[src/rtl/ctrl_pipe_regs_pkg.sv]
// ctrl_pipe_pkg: shared widths, control-bundle bit positions, bubble value
// and forwarding-select encodings for the ID->EX->MEM->WB control pipeline.
package ctrl_pipe_pkg;

  localparam int unsigned CTRL_W = 9;
  localparam int unsigned REG_W  = 5;

  // Bit positions inside the decoder's control bundle.
  localparam int unsigned CTRL_REGDST   = 8;
  localparam int unsigned CTRL_ALUOP_HI = 7;
  localparam int unsigned CTRL_ALUOP_LO = 6;
  localparam int unsigned CTRL_ALUSRC   = 5;
  localparam int unsigned CTRL_BRANCH   = 4;
  localparam int unsigned CTRL_MEMREAD  = 3;
  localparam int unsigned CTRL_MEMWRITE = 2;
  localparam int unsigned CTRL_REGWRITE = 1;
  localparam int unsigned CTRL_MEMTOREG = 0;

  typedef logic [CTRL_W-1:0] ctrl_t;
  typedef logic [REG_W-1:0]  reg_t;

  localparam ctrl_t CTRL_BUBBLE = '0;

  typedef enum logic [1:0] {
    FWD_REG = 2'b00,
    FWD_WB  = 2'b01,
    FWD_MEM = 2'b10
  } fwd_sel_e;

  // True when a writing stage targets src; $0 never matches.
  function automatic logic reg_hit(input logic wr, input reg_t wreg, input reg_t src);
    return wr && (wreg != '0) && (wreg == src);
  endfunction

endpackage

[src/rtl/ctrl_pipe_regs_if.sv]
// ctrl_pipe_regs_if: decoder -> control-pipeline bundle for the instruction
// currently in ID.
//   id_ctrl        9-bit control bundle from the opcode decoder
//   id_rs/rt/rd    register fields of the instruction in ID
// master = decoder side, slave = ctrl_pipe_regs.
interface ctrl_pipe_regs_if import ctrl_pipe_pkg::*; ();
  ctrl_t id_ctrl;
  reg_t  id_rs;
  reg_t  id_rt;
  reg_t  id_rd;

  modport master (output id_ctrl, id_rs, id_rt, id_rd);
  modport slave  (input  id_ctrl, id_rs, id_rt, id_rd);
endinterface

[src/rtl/ctrl_pipe_regs_hazard_fwd_unit.sv]
// hazard_fwd_unit: combinational stall and EX operand-forwarding selects.
//   id_rs/id_rt         source registers of the instruction in ID
//   ex_memread/_regwrite, ex_wreg, ex_rs, ex_rt   EX-stage state
//   mem_regwrite, mem_wreg / wb_regwrite, wb_wreg  later-stage writers
//   stall               hold PC/IF-ID and bubble ID/EX
//   fwd_a / fwd_b       source select for ex_rs / ex_rt
// Macro CTRL_PIPE_FWD_EN: defined -> forwarding plus load-use stall only;
// undefined -> no forwarding, stall on any EX/MEM writer matching ID sources.
module hazard_fwd_unit import ctrl_pipe_pkg::*; (
  input  reg_t     id_rs,
  input  reg_t     id_rt,
  input  logic     ex_memread,
  input  logic     ex_regwrite,
  input  reg_t     ex_wreg,
  input  reg_t     ex_rs,
  input  reg_t     ex_rt,
  input  logic     mem_regwrite,
  input  reg_t     mem_wreg,
  input  logic     wb_regwrite,
  input  reg_t     wb_wreg,
  output logic     stall,
  output fwd_sel_e fwd_a,
  output fwd_sel_e fwd_b
);

`ifdef CTRL_PIPE_FWD_EN
  logic unused_inputs;
  assign unused_inputs = ex_regwrite;

  // Load-use: gated on MemRead only; rt compared even if unused as a source.
  always_comb begin
    stall = reg_hit(ex_memread, ex_wreg, id_rs) | reg_hit(ex_memread, ex_wreg, id_rt);
  end

  always_comb begin
    fwd_a = FWD_REG;
    fwd_b = FWD_REG;
    if (reg_hit(mem_regwrite, mem_wreg, ex_rs))     fwd_a = FWD_MEM;
    else if (reg_hit(wb_regwrite, wb_wreg, ex_rs))  fwd_a = FWD_WB;
    if (reg_hit(mem_regwrite, mem_wreg, ex_rt))     fwd_b = FWD_MEM;
    else if (reg_hit(wb_regwrite, wb_wreg, ex_rt))  fwd_b = FWD_WB;
  end
`else
  logic unused_inputs;
  assign unused_inputs = ^{ex_memread, ex_rs, ex_rt, wb_regwrite, wb_wreg};

  // WB is not checked: the regfile writes in the first half-cycle.
  always_comb begin
    stall = reg_hit(ex_regwrite, ex_wreg, id_rs)   | reg_hit(ex_regwrite, ex_wreg, id_rt) |
            reg_hit(mem_regwrite, mem_wreg, id_rs) | reg_hit(mem_regwrite, mem_wreg, id_rt);
    fwd_a = FWD_REG;
    fwd_b = FWD_REG;
  end
`endif

endmodule

[src/rtl/ctrl_pipe_regs.sv]
// ctrl_pipe_regs: carries the decoder control bundle through EX/MEM/WB,
// owns stall, flush and bubble decisions, resolves branches in MEM.
//   clk, rst_n          clock, asynchronous active-low reset
//   id                  decoder bundle + register fields (slave modport)
//   ex_zero             ALU zero flag of the instruction in EX
//   ex/mem/wb_ctrl      registered control bundle per stage
//   ex/mem/wb_wreg      destination register per stage
//   pc_write, ifid_write  0 = stall
//   ifid_flush          zero IF/ID at the next edge
//   pc_src              take the branch target
//   fwd_a, fwd_b        EX operand source (00 regfile, 10 MEM, 01 WB)
// Macro CTRL_PIPE_FWD_EN selects forwarding (see hazard_fwd_unit).
module ctrl_pipe_regs import ctrl_pipe_pkg::*; (
  input  logic                   clk,
  input  logic                   rst_n,
  ctrl_pipe_regs_if.slave        id,
  input  logic                   ex_zero,
  output ctrl_t                  ex_ctrl,
  output ctrl_t                  mem_ctrl,
  output ctrl_t                  wb_ctrl,
  output reg_t                   ex_wreg,
  output reg_t                   mem_wreg,
  output reg_t                   wb_wreg,
  output logic                   pc_write,
  output logic                   ifid_write,
  output logic                   ifid_flush,
  output logic                   pc_src,
  output logic [1:0]             fwd_a,
  output logic [1:0]             fwd_b
);

  reg_t     ex_rs, ex_rt, ex_rd;
  logic     mem_zero;
  logic     stall;
  logic     stall_eff;
  fwd_sel_e fwd_a_sel, fwd_b_sel;

  assign ex_wreg = ex_ctrl[CTRL_REGDST] ? ex_rd : ex_rt;
  assign pc_src  = mem_ctrl[CTRL_BRANCH] & mem_zero;

  hazard_fwd_unit u_hazard (
    .id_rs        (id.id_rs),
    .id_rt        (id.id_rt),
    .ex_memread   (ex_ctrl[CTRL_MEMREAD]),
    .ex_regwrite  (ex_ctrl[CTRL_REGWRITE]),
    .ex_wreg      (ex_wreg),
    .ex_rs        (ex_rs),
    .ex_rt        (ex_rt),
    .mem_regwrite (mem_ctrl[CTRL_REGWRITE]),
    .mem_wreg     (mem_wreg),
    .wb_regwrite  (wb_ctrl[CTRL_REGWRITE]),
    .wb_wreg      (wb_wreg),
    .stall        (stall),
    .fwd_a        (fwd_a_sel),
    .fwd_b        (fwd_b_sel)
  );

  assign fwd_a = fwd_a_sel;
  assign fwd_b = fwd_b_sel;

  // A taken branch squashes the ID instruction anyway, so its stall is moot.
  assign stall_eff  = stall & ~pc_src;
  assign pc_write   = ~stall_eff;
  assign ifid_write = ~stall_eff;
  assign ifid_flush = pc_src;

  // ID/EX: register fields are zeroed with the bubble so ex_wreg reads 0.
  always_ff @(posedge clk or negedge rst_n) begin
    if (!rst_n) begin
      ex_ctrl <= CTRL_BUBBLE;
      ex_rs   <= '0;
      ex_rt   <= '0;
      ex_rd   <= '0;
    end else if (pc_src || stall) begin
      ex_ctrl <= CTRL_BUBBLE;
      ex_rs   <= '0;
      ex_rt   <= '0;
      ex_rd   <= '0;
    end else begin
      ex_ctrl <= id.id_ctrl;
      ex_rs   <= id.id_rs;
      ex_rt   <= id.id_rt;
      ex_rd   <= id.id_rd;
    end
  end

  // EX/MEM
  always_ff @(posedge clk or negedge rst_n) begin
    if (!rst_n) begin
      mem_ctrl <= CTRL_BUBBLE;
      mem_wreg <= '0;
      mem_zero <= 1'b0;
    end else if (pc_src) begin
      mem_ctrl <= CTRL_BUBBLE;
      mem_wreg <= '0;
      mem_zero <= 1'b0;
    end else begin
      mem_ctrl <= ex_ctrl;
      mem_wreg <= ex_wreg;
      mem_zero <= ex_zero;
    end
  end

  // MEM/WB: always advances; a resolving branch has RegWrite=0 by itself.
  always_ff @(posedge clk or negedge rst_n) begin
    if (!rst_n) begin
      wb_ctrl <= CTRL_BUBBLE;
      wb_wreg <= '0;
    end else begin
      wb_ctrl <= mem_ctrl;
      wb_wreg <= mem_wreg;
    end
  end

endmodule

[src/flat_wrapper.sv]
// flat-port wrapper written by rule: the top's interface ports become plain ports
module ctrl_pipe_regs_flat import ctrl_pipe_pkg::*;
  (clk, rst_n, ex_zero, ex_ctrl, mem_ctrl, wb_ctrl, ex_wreg, mem_wreg, wb_wreg, pc_write, ifid_write, ifid_flush, pc_src, fwd_a, fwd_b, id_id_ctrl, id_id_rs, id_id_rt, id_id_rd);
  ctrl_pipe_regs_if id_i ();
  input  logic clk;
  input  logic rst_n;
  input  logic ex_zero;
  output ctrl_t ex_ctrl;
  output ctrl_t mem_ctrl;
  output ctrl_t wb_ctrl;
  output reg_t ex_wreg;
  output reg_t mem_wreg;
  output reg_t wb_wreg;
  output logic pc_write;
  output logic ifid_write;
  output logic ifid_flush;
  output logic pc_src;
  output logic [1:0] fwd_a;
  output logic [1:0] fwd_b;
  input wire logic [$bits(id_i.id_ctrl)-1:0] id_id_ctrl;
  input wire logic [$bits(id_i.id_rs)-1:0] id_id_rs;
  input wire logic [$bits(id_i.id_rt)-1:0] id_id_rt;
  input wire logic [$bits(id_i.id_rd)-1:0] id_id_rd;
  assign id_i.id_ctrl = id_id_ctrl;
  assign id_i.id_rs = id_id_rs;
  assign id_i.id_rt = id_id_rt;
  assign id_i.id_rd = id_id_rd;
  ctrl_pipe_regs u_core (.clk(clk), .rst_n(rst_n), .id(id_i), .ex_zero(ex_zero), .ex_ctrl(ex_ctrl), .mem_ctrl(mem_ctrl), .wb_ctrl(wb_ctrl), .ex_wreg(ex_wreg), .mem_wreg(mem_wreg), .wb_wreg(wb_wreg), .pc_write(pc_write), .ifid_write(ifid_write), .ifid_flush(ifid_flush), .pc_src(pc_src), .fwd_a(fwd_a), .fwd_b(fwd_b));
endmodule
[config.mk]
export PLATFORM = sky130hd
export DESIGN_NAME = ctrl_pipe_regs_flat
export DESIGN_NICKNAME = d
export VERILOG_FILES = /design/src/rtl/ctrl_pipe_regs_pkg.sv /design/src/rtl/ctrl_pipe_regs_if.sv /design/src/rtl/ctrl_pipe_regs_hazard_fwd_unit.sv /design/src/rtl/ctrl_pipe_regs.sv /design/src/flat_wrapper.sv
export SDC_FILE = /design/constraint.sdc
export NUM_CORES = 1
export LEC_CHECK = 0
export BUFFER_PORTS_ARGS = -buffer_cell sky130_fd_sc_hd__buf_2
export CAP_MARGIN = 25
export CORE_MARGIN = 2
export CORE_UTILIZATION = 48
export CTS_CLUSTER_SIZE = 14
export DETAILED_ROUTE_END_ITERATION = 16
export PLACE_DENSITY_LB_ADDON = 0.2
export SETUP_SLACK_MARGIN = 0.15
export SYNTH_ARGS = -nofsm -noshare
export SYNTH_HDL_FRONTEND = slang
export SYNTH_HIERARCHICAL = 1
export SYNTH_SLANG_ARGS = --single-unit
[constraint.sdc]
create_clock -name clk -period 3.35 [get_ports clk]
set_clock_uncertainty 0.05 [all_clocks]
set_input_delay 1.005 -clock clk [delete_from_list [all_inputs] [get_ports clk]]
set_output_delay 1.005 -clock clk [all_outputs]
set_load 0.01 [all_outputs]
Word level (Yosys, flattened, before mapping)
Index checks and enable logic that the tools add are counted.

storage, ports and cells
  bits of input ports = 27
  output and inout port bits = 50
  flip-flop bits (word level) = 48

cells by class
  equal/unequal tests = 4
  multiplexer cells = 7
  bitwise operators = 7
  reduce and logical (&&, ||, !) cells = 9

operator list
  operator             number
  equality test 5 bit  4
  two-way mux 5 bit    4
  two-way mux 9 bit    2
  nonzero test 5 bit   2
  logical AND 1 bit    6
  OR 1 bit             3
  bitwise AND 1 bit    2
  NOT 1 bit            2
  logical OR 1 bit     1
  two-way mux 1 bit    1

Depth between registers and ports, before layout
  word-level depth = 9
  gate-level depth with buffers = 8

Cells and area by module
Netlist, hierarchy kept.

modules (own cells, without submodules)
  module           seq. area each (um2)  area an instance (um2)  cells each  instances
  ctrl_pipe_regs   1326.3                1680.4                  106         1
  hazard_fwd_unit  0.0                   290.3                   40          1

Worst setup path after synthesis
No wires, ideal clock.

  path kind = input -> output
  start point = input id_id_rs[4]
  end point = output pc_write
  slack = 367 ps
  cell stages on the path = 6
  data arrival time = 1928 ps
  data required time = 2295 ps
  path through = xor2_1 nor3_1 a22oi_1 o22ai_1 nand2_1 buf_4

on the way
  word-level cells in the longest chain between the ends = 7

ends and longest elaborated chain
  item                    RTL line                              source
  start, declared         flat_wrapper.sv:21                    input wire logic [$bits(id_i.id_rs)-1:0] id_id_rs;
  equality test 5 bit     ctrl_pipe_regs_pkg.sv:32              return wr && (wreg != '0) && (wreg == src);
  logical AND 1 bit       ctrl_pipe_regs_pkg.sv:32
  OR 1 bit                ctrl_pipe_regs_hazard_fwd_unit.sv:49  stall = reg_hit(ex_regwrite, ex_wreg, id_rs) | reg_hit(ex_regwrite, ex_wreg, id_rt) |
  OR 1 bit *              ctrl_pipe_regs_hazard_fwd_unit.sv:49
  OR 1 bit *              ctrl_pipe_regs_hazard_fwd_unit.sv:50  reg_hit(mem_regwrite, mem_wreg, id_rs) | reg_hit(mem_regwrite, mem_wreg, id_rt);
  named net u_core.stall  ctrl_pipe_regs.sv:34                  logic stall;
  bitwise AND 1 bit *     ctrl_pipe_regs.sv:62                  assign stall_eff = stall & ~pc_src;
  NOT 1 bit *             -
  end, declared           flat_wrapper.sv:14                    output logic pc_write;

The timed path passes the listed nets; every way through them passes the cells marked *.

Worst setup path in the final report
  start point = register u_core.ex_ctrl[8]
  end point = output ifid_write

on the way
  word-level cells in the longest chain between the ends = 9

ends and longest elaborated chain
  item                            RTL line                              source
  start, declared                 ctrl_pipe_regs.sv:18                  output ctrl_t ex_ctrl,
  start signal, assigned          ctrl_pipe_regs.sv:80                  ex_ctrl <= id.id_ctrl;
  two-way mux 5 bit *             ctrl_pipe_regs.sv:38                  assign ex_wreg = ex_ctrl[CTRL_REGDST] ? ex_rd : ex_rt;
  nonzero test 5 bit              ctrl_pipe_regs_pkg.sv:32
  logical AND 1 bit (2 in a row)  ctrl_pipe_regs_pkg.sv:32
  OR 1 bit * (2 in a row)         ctrl_pipe_regs_hazard_fwd_unit.sv:49
  OR 1 bit *                      ctrl_pipe_regs_hazard_fwd_unit.sv:50
  named net u_core.stall          ctrl_pipe_regs.sv:34
  bitwise AND 1 bit *             ctrl_pipe_regs.sv:62
  NOT 1 bit *                     ctrl_pipe_regs.sv:64                  assign ifid_write = ~stall_eff;
  end, declared                   flat_wrapper.sv:15                    output logic ifid_write;

Marks and branches as above.

==> results.sh <==
export IMPL_rsz0062_at_grt="yes"
export IMPL_endpoint_kind="output port"
export IMPL_min_from="u_core/mem_ctrl[2]"
export IMPL_drt_iter0_markers=61
export IMPL_cp_start_kind="flop"
export IMPL_syn_area_mm2=0.001814
export IMPL_htree_levels=2
export IMPL_r2r_slack_ns=0.65
export IMPL_finalSetupTns_ns=0
export IMPL_clkTransAtPathRegs_ns=0.08
export IMPL_maxSlewViolCount=0
export IMPL_gp_congestion=0.8762
export IMPL_grt_usage_pct=17.33
export IMPL_path_max_fanout=7
export IMPL_row_count=22
export IMPL_ioPinCount=77
export IMPL_drt_wirelength_per_cell_um=12.86
export IMPL_drive_above_1_share_pct=44.13
export IMPL_antenna_cells=0
export IMPL_die_area_mm2=0.004288
export IMPL_die_h_um=65.48
export IMPL_fmax_mhz=311.6
export IMPL_required_ns=2.29
export IMPL_antenna_left=0
export IMPL_vias_per_cell=4.613
export IMPL_post_dp_hpwl_mm=2.406
export IMPL_clkLatencyLatePin_ns=0.29
export IMPL_setup_viol=0
export IMPL_reg2reg_depth=8
export IMPL_overflow=0
export IMPL_final_area_mm2=0.002337
export IMPL_vias=1204
export IMPL_cts_tree="built"
export IMPL_status="finished clean"
export IMPL_grt_start_max_net_pins=49
export IMPL_worst_pin_slew_ns=0.6308
export IMPL_port_buffers=72
export IMPL_cts_root_buf="clkbuf_8"
export IMPL_hold_depth=0
export IMPL_crit_type="reg2out"
export IMPL_wl_mm=3.357
export IMPL_power_density_mw_per_mm2=612.2
export IMPL_min_to="u_core/wb_ctrl[2]"
export IMPL_leakagePower_nw=1.217
export IMPL_regToRegEndpoint="u_core/ex_rt[0]"
export IMPL_drv_cap=0
export IMPL_min_period_ns=3.209
export IMPL_cts_max_path_buffers=2
export IMPL_nets=240
export IMPL_finalCritPeriodShare_pct=95.79
export IMPL_syn_avg_cell_area_um2=13.34
export IMPL_yosysWarningCount=6
export IMPL_drt_pre_antenna_iters=4
export IMPL_rr_startpoint="u_core/ex_ctrl[8]"
export IMPL_antenna_found_initial=0
export IMPL_hold_viol=0
export IMPL_grt_pass1_wl_mm=5.416
export IMPL_arrival_ns=2.15
export IMPL_ir_drop_v=0.0003885
export IMPL_drc_errors=0
export IMPL_worst_slew_margin_rel_pct=57.95
export IMPL_die_x_um=65.48
export IMPL_core_mm2=0.003661
export IMPL_cts_num_sinks=48
export IMPL_min_path_type="reg2reg"
export IMPL_area_growth_pct=28.83
export IMPL_start_util_pct=49.56
export IMPL_grt_pass1_vias=1164
export IMPL_numCtsBuffers=5
export IMPL_startpoint="u_core/ex_ctrl[8]"
export IMPL_placed_area_mm2=0.002187
export IMPL_synth_cells=136
[through the flow]
step           setup slack (ns)  util [%]  hold WS [ns]  power [mW]  instances
2_1_floorplan            0.3675         -        0.3660      0.9491        139
3_3_place_gp             0.2478     59.74        0.3027       1.091        250
3_5_place_dp             0.1700     59.74        0.3029       1.103        250
4_1_cts                  0.1382     62.78        0.3215       1.434        258
5_1_grt                 0.07484     63.84        0.3442       1.526        261
6_report                 0.1410     63.84        0.3196       1.431        261
[cell usage in the layout, fill, tap and decap left out, types with 2 or more instances in the layout]
cell type and n:
mux2_4 4, nand2_1 2, dfrtp_1 47, nor2_1 4, nor3_1 4, and2_1 33, xor2_1 20, conb_1 4
clkbuf_8 5, buf_2 72, a22oi_1 2, buf_4 3
[power breakdown]
part	leakage, nW	switching (mW)	internal, mW	total, mW
sequential	0.589	0.0580	0.677	0.735
clock	0.0400	0.174	0.141	0.316
combinational	0.588	0.199	0.181	0.380
[per-layer routing]
layer,global-route usage [%],wire (um),up-vias,share of wire [%]
met5,0,0,-,0
li1,-,-,575,-
met4,7.552,59,0,1.8
met3,5.479,229,5,6.8
met2,26.53,1606,47,48
met1,22.82,1461,577,44
[cell type report]
class | instances | area (um2)
tap | 48 | 60.06
clock buffer | 5 | 68.82
sequential | 48 | 1202
timing repair buffer | 76 | 402.9
fill | 280 | 1324
multi-input combinational | 81 | 586.8
inverter | 1 | 3.754
clock inverter | 2 | 12.51
[repair_timing]
item                       in CTS  in global routing
hold buffers                    0                  0
resized for setup               6                  1
setup endpoints to repair       2                  2
setup buffers                   1                  2
[flip-flops by register name, summed over array words and instances, names as in the netlist]
register         flops
u_core/ex_ctrl       9
u_core/ex_rd         5
u_core/ex_rt         5
u_core/mem_ctrl      9
u_core/mem_wreg      5
u_core/mem_zero      1
u_core/wb_ctrl       9
u_core/wb_wreg       5
[worst max-delay path by stage]
stage	to	slack (ns)	cells after the start
6_report	ifid_write	0.14	6
5_1_grt	pc_write	0.07	6
4_1_cts	ifid_write	0.14	6
3_5_place_dp	ifid_write	0.17	7
3_3_place_gp	pc_write	0.25	7
2_1_floorplan	pc_write	0.37	6
[critical path, cell delays in order, from the launching register on]
cell	delay, ns
dfrtp_2	0.49
mux2_4	0.35
or4_4	0.54
o21ai_2	0.15
o22ai_2	0.09
nand2_1	0.10
buf_2	0.15
Power figures use the tool's default switching activity.
